--- src/rtl/urv_dm_wb_bridge_pkg.sv ---
// -----------------------------------------------------------------------------
// urv_dm_wb_bridge_pkg
// Shared definitions for the uRV data-memory to Wishbone bridge:
//   - bridge FSM state encoding (IDLE=0, REQ=1, WAIT=2, DONE=3)
//   - Wishbone address/data/select widths
//   - helper that word-aligns a byte address for the bus
// -----------------------------------------------------------------------------
package urv_dm_wb_bridge_pkg;

  localparam int unsigned WB_ADR_W = 32;
  localparam int unsigned WB_DAT_W = 32;
  localparam int unsigned WB_SEL_W = 4;

  typedef enum logic [1:0] {
    ST_IDLE = 2'd0,
    ST_REQ  = 2'd1,
    ST_WAIT = 2'd2,
    ST_DONE = 2'd3
  } state_t;

  // Byte lanes are selected by wb_sel, so the bus only ever sees word addresses.
  function automatic logic [WB_ADR_W-1:0] wb_align(input logic [WB_ADR_W-1:0] addr);
    return {addr[WB_ADR_W-1:2], 2'b00};
  endfunction

endpackage

--- src/rtl/urv_bus_timeout.sv ---
// -----------------------------------------------------------------------------
// urv_bus_timeout
// Loadable saturating up-counter used as a bus-cycle watchdog. The counter
// stops at g_timeout and expired_o stays high while it sits there.
//
// Ports:
//   clk_i       system clock
//   rst_n_i     asynchronous active-low reset (count -> 0)
//   clr_i       synchronous clear (highest priority)
//   load_i      synchronous load of load_val_i
//   load_val_i  value loaded when load_i=1
//   en_i        count enable (saturates at g_timeout)
//   expired_o   count == g_timeout
// -----------------------------------------------------------------------------
module urv_bus_timeout #(
  parameter int unsigned g_timeout = 255,
  parameter int unsigned CNT_W     = $clog2(g_timeout + 1)
) (
  input  logic             clk_i,
  input  logic             rst_n_i,
  input  logic             clr_i,
  input  logic             load_i,
  input  logic [CNT_W-1:0] load_val_i,
  input  logic             en_i,
  output logic             expired_o
);

  localparam logic [CNT_W-1:0] LIMIT = CNT_W'(g_timeout);

  logic [CNT_W-1:0] count;

  always_ff @(posedge clk_i or negedge rst_n_i) begin
    if (!rst_n_i) begin
      count <= '0;
    end else if (clr_i) begin
      count <= '0;
    end else if (load_i) begin
      count <= load_val_i;
    end else if (en_i && (count != LIMIT)) begin
      count <= count + 1'b1;
    end
  end

  assign expired_o = (count == LIMIT);

endmodule

--- src/rtl/urv_dm_wb_bridge.sv ---
// -----------------------------------------------------------------------------
// urv_dm_wb_bridge
// Turns single uRV data-memory load/store requests into one pipelined
// Wishbone (B4) master cycle each, returns load data and one-cycle completion
// pulses, and forces completion on bus error or watchdog expiry.
//
// Parameters:
//   g_timeout   cycles from REQ entry to forced completion (2..65535)
//   g_err_data  load data returned on bus error or timeout
//
// Ports:
//   clk_i, rst_n_i        clock, asynchronous active-low reset
//   dm_addr_i             CPU byte address
//   dm_data_s_i           CPU store data
//   dm_data_select_i      CPU byte enables
//   dm_load_i/dm_store_i  request strobes (store wins if both)
//   dm_ready_o            bridge idle and able to accept a request
//   dm_data_l_o           load data, held until the next load completes
//   dm_load_done_o        one-cycle load completion pulse
//   dm_store_done_o       one-cycle store completion pulse
//   wb_*                  Wishbone B4 pipelined master port
//   bus_err_o             one-cycle pulse on bus error or timeout
//   bus_err_addr_o        request address of the last failed access
// -----------------------------------------------------------------------------
module urv_dm_wb_bridge
  import urv_dm_wb_bridge_pkg::*;
#(
  parameter int unsigned    g_timeout  = 255,
  parameter logic [31:0]    g_err_data = 32'hDEADBEEF
) (
  input  logic                clk_i,
  input  logic                rst_n_i,
  input  logic [WB_ADR_W-1:0] dm_addr_i,
  input  logic [WB_DAT_W-1:0] dm_data_s_i,
  input  logic [WB_SEL_W-1:0] dm_data_select_i,
  input  logic                dm_load_i,
  input  logic                dm_store_i,
  output logic                dm_ready_o,
  output logic [WB_DAT_W-1:0] dm_data_l_o,
  output logic                dm_load_done_o,
  output logic                dm_store_done_o,
  output logic                wb_cyc_o,
  output logic                wb_stb_o,
  output logic                wb_we_o,
  output logic [WB_ADR_W-1:0] wb_adr_o,
  output logic [WB_SEL_W-1:0] wb_sel_o,
  output logic [WB_DAT_W-1:0] wb_dat_o,
  input  logic [WB_DAT_W-1:0] wb_dat_i,
  input  logic                wb_ack_i,
  input  logic                wb_err_i,
  input  logic                wb_stall_i,
  output logic                bus_err_o,
  output logic [WB_ADR_W-1:0] bus_err_addr_o
);

  localparam int unsigned CNT_W = $clog2(g_timeout + 1);

  state_t              state;
  logic [WB_ADR_W-1:0] req_addr;

  logic accept;
  logic busy;
  logic bus_resp;
  logic tmo_expired;
  logic tmo_hit;
  logic finish;
  logic fail;

  assign accept = (state == ST_IDLE) && (dm_load_i || dm_store_i);
  assign busy   = (state == ST_REQ) || (state == ST_WAIT);

  // A response only counts once the strobe has been taken by the slave:
  // in REQ that means stall is low in the same cycle.
  assign bus_resp = (((state == ST_REQ) && !wb_stall_i) || (state == ST_WAIT)) &&
                    (wb_ack_i || wb_err_i);

  // The watchdog only forces completion when the slave did not answer in
  // this same cycle; a genuine response takes precedence.
  assign tmo_hit = busy && tmo_expired && !bus_resp;
  assign finish  = bus_resp || tmo_hit;
  assign fail    = (bus_resp && wb_err_i) || tmo_hit;

  // Loaded with 1 on acceptance so that the count equals the number of
  // cycles spent in REQ/WAIT; expiry at g_timeout completes on the next edge.
  urv_bus_timeout #(
    .g_timeout (g_timeout),
    .CNT_W     (CNT_W)
  ) u_timeout (
    .clk_i      (clk_i),
    .rst_n_i    (rst_n_i),
    .clr_i      ((state == ST_IDLE) && !accept),
    .load_i     (accept),
    .load_val_i (CNT_W'(1)),
    .en_i       (busy),
    .expired_o  (tmo_expired)
  );

  always_ff @(posedge clk_i or negedge rst_n_i) begin
    if (!rst_n_i) begin
      state           <= ST_IDLE;
      req_addr        <= '0;
      dm_ready_o      <= 1'b1;
      dm_data_l_o     <= '0;
      dm_load_done_o  <= 1'b0;
      dm_store_done_o <= 1'b0;
      wb_cyc_o        <= 1'b0;
      wb_stb_o        <= 1'b0;
      wb_we_o         <= 1'b0;
      wb_adr_o        <= '0;
      wb_sel_o        <= '0;
      wb_dat_o        <= '0;
      bus_err_o       <= 1'b0;
      bus_err_addr_o  <= '0;
    end else begin
      dm_load_done_o  <= 1'b0;
      dm_store_done_o <= 1'b0;
      bus_err_o       <= 1'b0;

      case (state)
        ST_IDLE: begin
          if (accept) begin
            state      <= ST_REQ;
            dm_ready_o <= 1'b0;
            wb_cyc_o   <= 1'b1;
            wb_stb_o   <= 1'b1;
            wb_we_o    <= dm_store_i;
            wb_adr_o   <= wb_align(dm_addr_i);
            wb_sel_o   <= dm_data_select_i;
            wb_dat_o   <= dm_data_s_i;
            req_addr   <= dm_addr_i;
          end
        end

        ST_REQ, ST_WAIT: begin
          if (finish) begin
            state           <= ST_DONE;
            wb_cyc_o        <= 1'b0;
            wb_stb_o        <= 1'b0;
            dm_load_done_o  <= !wb_we_o;
            dm_store_done_o <= wb_we_o;
            if (!wb_we_o) begin
              dm_data_l_o <= fail ? g_err_data : wb_dat_i;
            end
            if (fail) begin
              bus_err_o      <= 1'b1;
              bus_err_addr_o <= req_addr;
            end
          end else if ((state == ST_REQ) && !wb_stall_i) begin
            state    <= ST_WAIT;
            wb_stb_o <= 1'b0;
          end
        end

        ST_DONE: begin
          state      <= ST_IDLE;
          dm_ready_o <= 1'b1;
        end

        default: begin
          state <= ST_IDLE;
        end
      endcase
    end
  end

endmodule
--- config.mk ---
export PLATFORM = sky130hd
export DESIGN_NAME = urv_dm_wb_bridge
export DESIGN_NICKNAME = d
export VERILOG_FILES = /design/src/rtl/urv_dm_wb_bridge_pkg.sv /design/src/rtl/urv_bus_timeout.sv /design/src/rtl/urv_dm_wb_bridge.sv
export SDC_FILE = /design/constraint.sdc
export NUM_CORES = 1
export LEC_CHECK = 0
export CAP_MARGIN = 20
export CORE_ASPECT_RATIO = 0.6
export CORE_MARGIN = 3
export CORE_UTILIZATION = 24
export DETAILED_ROUTE_END_ITERATION = 6
export GPL_TIMING_DRIVEN = 0
export HOLD_SLACK_MARGIN = 0.03
export PLACE_DENSITY_LB_ADDON = 0.12
export SLEW_MARGIN = 20
export SYNTH_ARGS = -nofsm -noshare
export SYNTH_HDL_FRONTEND = slang
export SYNTH_SLANG_ARGS = --single-unit
--- constraint.sdc ---
create_clock -name clk_i -period 4.7 [get_ports clk_i]
set_input_delay 0.94 -clock clk_i [delete_from_list [all_inputs] [get_ports clk_i]]
set_output_delay 0.94 -clock clk_i [all_outputs]
set_load 0.005 [all_outputs]
==> results of run 1 <==
## power by group through the flow
stage                     Combinational, mW  Clock, mW  Sequential, mW
after floorplan                        1.40          0            2.27
after global placement                 3.02          0            2.27
after detailed placement               3.04          0            2.30
after CTS                              3.05       1.43            2.29
after global routing                   3.23       1.49            2.36
final                                  3.00       1.38            2.28
## critical path: cells and delay by family
kind / cells / cell delay (ns)
compound gates: 1 / 0.70
buf+inv: 3 / 1.16
mux: 1 / 0.37
## final cells by class
type                            count  area [um^2]
Tap cell                          322        402.9
Inverter                            6        25.02
Timing Repair Buffer              244         2465
Clock inverter                      9        127.6
Multi-Input combinational cell    208         2021
Fill cell                        2334        15020
Sequential cell                   149         3730
Buffer                             51        356.6
Clock buffer                       22        464.2
## flip-flops by register name, indices dropped and copies added, names as in the netlist, 2 cells and up
| signal | cells |
|---|---|
| u_timeout.count | 8 |
| dm_data_l_o | 32 |
| state | 2 |
| wb_sel_o | 4 |
| wb_dat_o | 32 |
| req_addr | 32 |
| bus_err_addr_o | 32 |
## worst max-delay path by stage
stage,cells past startpoint,to,startpoint
after floorplan,6,dm_data_l_o[0]$_DFFE_PN0P_,wb_stall_i
after global placement,1,wb_dat_o[30]$_DFFE_PN0P_,rst_n_i
after detailed placement,5,req_addr[30]$_DFFE_PN0P_,dm_store_i
after CTS,5,req_addr[29]$_DFFE_PN0P_,dm_store_i
after global routing,5,req_addr[29]$_DFFE_PN0P_,dm_store_i
final,5,req_addr[29]$_DFFE_PN0P_,dm_store_i
## through the flow
stage	hold WS, ns	util (%)	worst slack, ns	area (um^2)
after floorplan	0.4757	-	2.564	6132
after global placement	0.4882	36.44	-3.501	8967
after detailed placement	0.4918	36.57	1.346	9000
after CTS	0.4797	38.98	1.817	9592
after global routing	0.5166	38.98	1.724	9592
final	0.4839	38.98	1.823	9592
## cells in the mapped netlist (2+ instances only)
cell type,number,area (um^2)
o31ai_1,2,15.01
buf_4,34,255.2
nand3_1,4,20.02
o22a_1,25,219.0
ha_1,5,62.56
clkbuf_1,7,26.28
nor2_1,7,26.28
a21oi_1,7,35.03
buf_6,4,45.04
xnor2_1,5,43.79
nor3_1,3,15.01
mux2_2,71,799.5
inv_1,5,18.77
nand2b_1,2,12.51
buf_2,6,30.03
dfrtp_1,148,3704
nand4_1,3,18.77
mux2_4,29,435.4
o21ai_0,5,25.02
a211oi_1,3,22.52
nand2_1,9,33.78
a22o_1,10,87.58
## per-layer routing
metal  routed length [um]  part of all wire [%]
met1                 8262                    48
met2                 7237                    42
met3                 1451                   8.4
met4                  303                   1.8
met5                    0                     0
## cells by family after synthesis
logic type / Yosys count
mux: 101
simple gates: 35
compound gates: 60
fa+ha+maj: 5
xor+xnor: 5
buf+inv: 57
flops: 149
other cells: 1
## cell usage in the layout (no fill, tap or decap), drive strengths merged, types with 6 or more instances in the layout
cell type and count:
buf 46, mux2 100, a22o 10, nor2 7, o22a 25, o21ai 6, inv 6, a21oi 7
dfrtp 148, clkbuf 29, nand2 9, clkdlybuf4s50 242
==> key figures, run 1 <==
Routing
  – ANT nets after route: 0
  – Vias/cell: 4.194
  – DRC violations left: 0
  – Initial drt markers: 172
  – Routed via count: 4240
  – Pre-antenna DRT Iters: 4
  – Post-Route WL: 17250 um
  – Avg WL per Cell: 17.07 um

Timing
  – Achievable Freq: 347.5 MHz
  – Fin Setup TNS: 0 ns
  – Slew @ Worst Pin: 0.8579 ns
  – Hold Vio Cnt, Final: 0
  – Final setup skew: 0.007061 ns
  – RSZ-0062 raised after global routing: false
  – # setup viols final: 0
  – Final cycle utilization of the critical path: 61.22%
  – Max-slew headroom: 42.42%
  – Max-slew violation count: 0
  – Period minus WS final: 2.877 ns

Setup path
  – Worst Setup Start Kind: input port
  – Critical-path top delay cell: o21ai_1
  – Crit. End Element: flip-flop
  – FF-to-FF Start: state[0]$_DFFE_PN0P_
  – Kind of critical path: in -> reg
  – R2R cell count: 6
  – Critical Path, Cell by Cell: clkdlybuf4s50_1, o21ai_1, buf_2, buf_2, mux2_2
  – Largest stage delay on the critical path: 0.70 ns
  – Most used cell, CP: buf_2
  – Worst EP arrival: 3.19 ns
  – R2R Setup Slk: 2.24 ns
  – Crit path max fanout: 10
  – RR Endpoint: req_addr[29]$_DFFE_PN0P_
  – Critical Path RT: 5.01 ns

Yosys
  – Syn avg cell area: 14.84 um^2
  – Post-synth cell types: 41
  – Synth Area in Compound Gates: 7.779%
  – Synth Register Bits: 149
  – Post-Synth XOR/XNOR Area: 0.7146%
  – Primary FF master, synth: dfrtp_1
  – Gate Count Post-Synth: 413
  – Seq/Total Area, Yosys: 60.86%
  – Largest family of logic cells by synthesized area: multiplexers
  – Ys async rst share: 100.0%
  – Post-synth EDFFs: 0
  – Mux contribution to synthesized area: 20.31%
  – Mapped cell area: 0.006128 mm^2
  – Post-Synth Adder-Cell Area: 1.021%
  – Simple-gate share of the synthesized area: 3.022%
  – Yosys warns: 0

Clocking
  – # hold bufs at CTS: 0
  – Worst-Skew Late Latency: 0.42 ns
  – Reg clk slew, reported paths: 0.06 ns
  – CTS Sinks: 149
  – CTS Buf Count: 17
  – Root Buffer: clkbuf_16
  – CTS resizes: 0
  – CTS tree: built
  – Max clock buf depth: 2
  – H-tree depth: 4
  – Post-CTS Setup Inserts: 0

Power
  – Sequential Power Share: 34.3%
  – Worst vdd ir: 0.2937 mV
  – Total Power: 6.653 mW
  – Comb pwr share: 45.0%
  – Switch share: 28.29%
  – Leakage: 3.985 nW
  – Sw Pwr: 1.882 mW
  – Clk pwr share: 20.7%
  – PwrDens: 693.6 mW/mm^2
  – Pint: 4.771 mW

Global routing
  – First-pass GRT wire length: 26060 um
  – Total GRT Usage: 12.55%
  – Initial antenna violation count: 0
  – Largest net degree at the start of global routing: 77
  – Global Route met2 Usage: 17.29%
  – Gr busiest metal: met1
  – GR met3 Demand/Resource: 5.022%
  – Vias in the first global route: 4451
  – GR Util met1: 17.46%
  – Grt total ovfl: 0

Placed design
  – Final HPWL DP: 13020 um
  – GPL Wtd Cong: 0.7578
  – Post-Place Cells: 980
  – Port Buf Inserts: 243

Floorplan
  – Site Rows: 44
  – Die width: 212.3 um
  – Initial core utilization: 24.90%
  – IO Pins: 246
  – Core area: 0.02461 mm^2
  – Die footprint: 0.02755 mm^2
  – Die height: 129.8 um

Hold path
  – Worst Hold Class: in -> async

Final layout
  – Layout cells sized above 1: 26.12%
  – Inserted Diodes: 0
  – Area growth from synthesis to layout: 56.51%
  – Non-Filler Instances: 1011
  – Post-layout nets: 789

Job
  – Max-Cap Viols: 0

Status
  – Status: finished, final reports clean
Note: power is estimated with default switching activity, not from simulation.
==> run 2: changes to the inputs <==
clock period = 2.96 ns   (was 4.7 ns; I/O delays follow)
==> results of run 2 <==
The final DEF is identical to that of run 1. Status: finished, final reports clean.
Main changes from that run: setup slack after placement 1.346 ns -> -0.04619 ns; setup slack after layout 1.823 ns -> 0.4307 ns; hold slack 0.4839 ns -> 0.1359 ns; register-to-register setup slack 2.24 ns -> 0.50 ns; total power 6.653 mW -> 10.56 mW; worst IR drop on VDD 0.2937 mV -> 0.4664 mV
==> RTL change (config.mk and constraints of run 1) <==
Re-encode `state_t` (4 states) as Gray code, 2 bits wide.
--- a/src/rtl/urv_dm_wb_bridge_pkg.sv
+++ b/src/rtl/urv_dm_wb_bridge_pkg.sv
@@ -12,10 +12,10 @@
   localparam int unsigned WB_SEL_W = 4;
 
   typedef enum logic [1:0] {
-    ST_IDLE = 2'd0,
-    ST_REQ  = 2'd1,
-    ST_WAIT = 2'd2,
-    ST_DONE = 2'd3
+    ST_IDLE = 2'b00,
+    ST_REQ  = 2'b01,
+    ST_WAIT = 2'b11,
+    ST_DONE = 2'b10
   } state_t;
 
   // Byte lanes are selected by wb_sel, so the bus only ever sees word addresses.
Formal check against the unedited RTL: no difference found for any inputs over 4 cycles, from zero or initial values and one cycle with rst_n_i low; so few cycles prove little.
==> RTL change against run 1 <==
Design area shrank 2.3%. Power shrank 6.7%. Critical path type unchanged. Routed wire length grew 1.0%. Synthesized cell count grew 31%. Via count grew 11%. Sequential cell count is the same. Setup slack gained 0.15 ns. Register-to-register slack gained 0.27 ns. Largest power group unchanged. Synthesized area shrank 3.7%. Sequential share of layout area grew 0.91 points.
==> RTL change: results (changes against run 1) <==
| Metric | Value |
|---|---|
| Status | `finished, final reports clean` |
| GPL Wtd Cong | `0.773 (+2.0%)` |
| Worst slew pin tran | `0.846 ns (-0.0116 ns)` |
| Top cells by area, synth | `dfrtp_1, nand2_1, buf_4, mux2_2, o22a_1` |
| Post-Syn Instances | `540 (+31%)` |
| Layout cell share with drive strength beyond 1 | `0.132 (-0.129)` |
| DP Worst Slack | `1.45 ns (+0.0994 ns)` |
| Worst hold margin | `0.470 ns (-0.0138 ns)` |
| Worst Clk Skew | `0.00690 ns (-0.000163 ns)` |
| Non-clk bufs | `301 (+2.0%)` |
| Cell variety after synth | `36 (-12%)` |
| Non-clk invs | `3 (-3)` |
| Commonest cells in the netlist | `nand2_1, dfrtp_1, buf_4, o22a_1, mux2_2` |
| Worst vdd ir | `0.301 mV (+2.5%)` |
| Worst setup startpoint | `wb_err_i` |
| Detailed Place HPWL | `13.0 mm (about the same)` |
| Final setup margin | `1.98 ns (+0.153 ns)` |
| Cell Area, Placed | `8770 µm² (-2.5%)` |
| First-pass GRT wire length | `28.0 mm (+7.4%)` |
| Clock buffer cells | `23 (+4.5%)` |
| Footprint of the multi-input gates | `1800 µm² (-11%)` |
| Net count, final | `912 (+16%)` |
| Seq power | `2.22 mW (-3%)` |
| GR met2 Demand/Resource | `0.188 (+0.0153)` |
| Finished Layout Cells | `1131 (+12%)` |
| #MultiIn Comb | `332 (+60%)` |
| Met1 Usage GRT | `0.185 (+0.0108)` |
| Worst reg2reg setup slack | `2.51 ns (+0.27 ns)` |
| Met3 global-route usage | `0.0616 (+0.0114)` |
| Slowest CP cell | `mux2i_2` |
| Worst path max stage delay | `0.59 ns (-0.11 ns)` |
| GRT Overall Usage | `0.133 (+0.00797)` |
| Total Power | `6.21 mW (-6.7%)` |
| Reg-to-Reg Start | `u_timeout.count[0]` |
| Arr. time, crit path | `3.03 ns (-0.16 ns)` |
| Routed wl met2 | `7.32 mm (+1.2%)` |
| Met3 WL post-DR | `1.59 mm (+9.6%)` |
| Hold Crit Class | `reg2reg` |
| Worst setup endpoint | `bus_err_addr_o[23]` |
| P_leak | `4.24 nW (+6.4%)` |
| DR iter-0 viols | `171 (-0.58%)` |
| Sw Share | `0.307 (+0.0238)` |
| Final-layout non-clock buffer area share | `0.303 (+0.00932)` |
| WL/cell | `15.4 µm (-9.7%)` |
| Via count of the routed design | `4704 (+11%)` |
| Fraction of area in multi-input gates | `0.192 (-0.0188)` |
| Seq/Total Area, Yosys | `0.632 (+0.0236)` |
| Filler cells | `2280 (-2.3%)` |
| Crit-path leading delay family | `multiplexers` |
| Sequential portion of the cell area | `0.398 (+0.00914)` |
| Vias in the first global route | `5036 (+13%)` |
==> RTL change: cell types whose count changed after synthesis, moves of 3 or more <==
cell      change
clkbuf_1      +8
nand2_1     +204
mux2_2       -49
ha_1          -4
inv_1         -3
mux2_1       +10
buf_2         -3
mux2_4       -29
xnor2_1       -5
a211oi_1      -3
==> RTL change: kinds of logic (layout without fill, tap and decap cells) <==
| group | after synthesis | in the layout | synth area share |
|---|---|---|---|
| multiplexers | 33 | 33 | 0.0634 |
| flip-flops | 149 | 149 | 0.632 |
| adder cells (fa/ha/maj) | 1 | 1 | 0.00212 |
| buffers and inverters | 60 | 335 | 0.0662 |
| other | 1 | 2 | 0.000636 |
| AO/OA/AOI/OAI | 55 | 55 | 0.0721 |
| AND/OR/NAND/NOR | 241 | 241 | 0.163 |
==> RTL change: tightest hold or removal path: cells and delay by family, from the launching register on <==
kind             cells  cell delay, ns
flip-flops           1            0.37
AND/OR/NAND/NOR      2            0.10
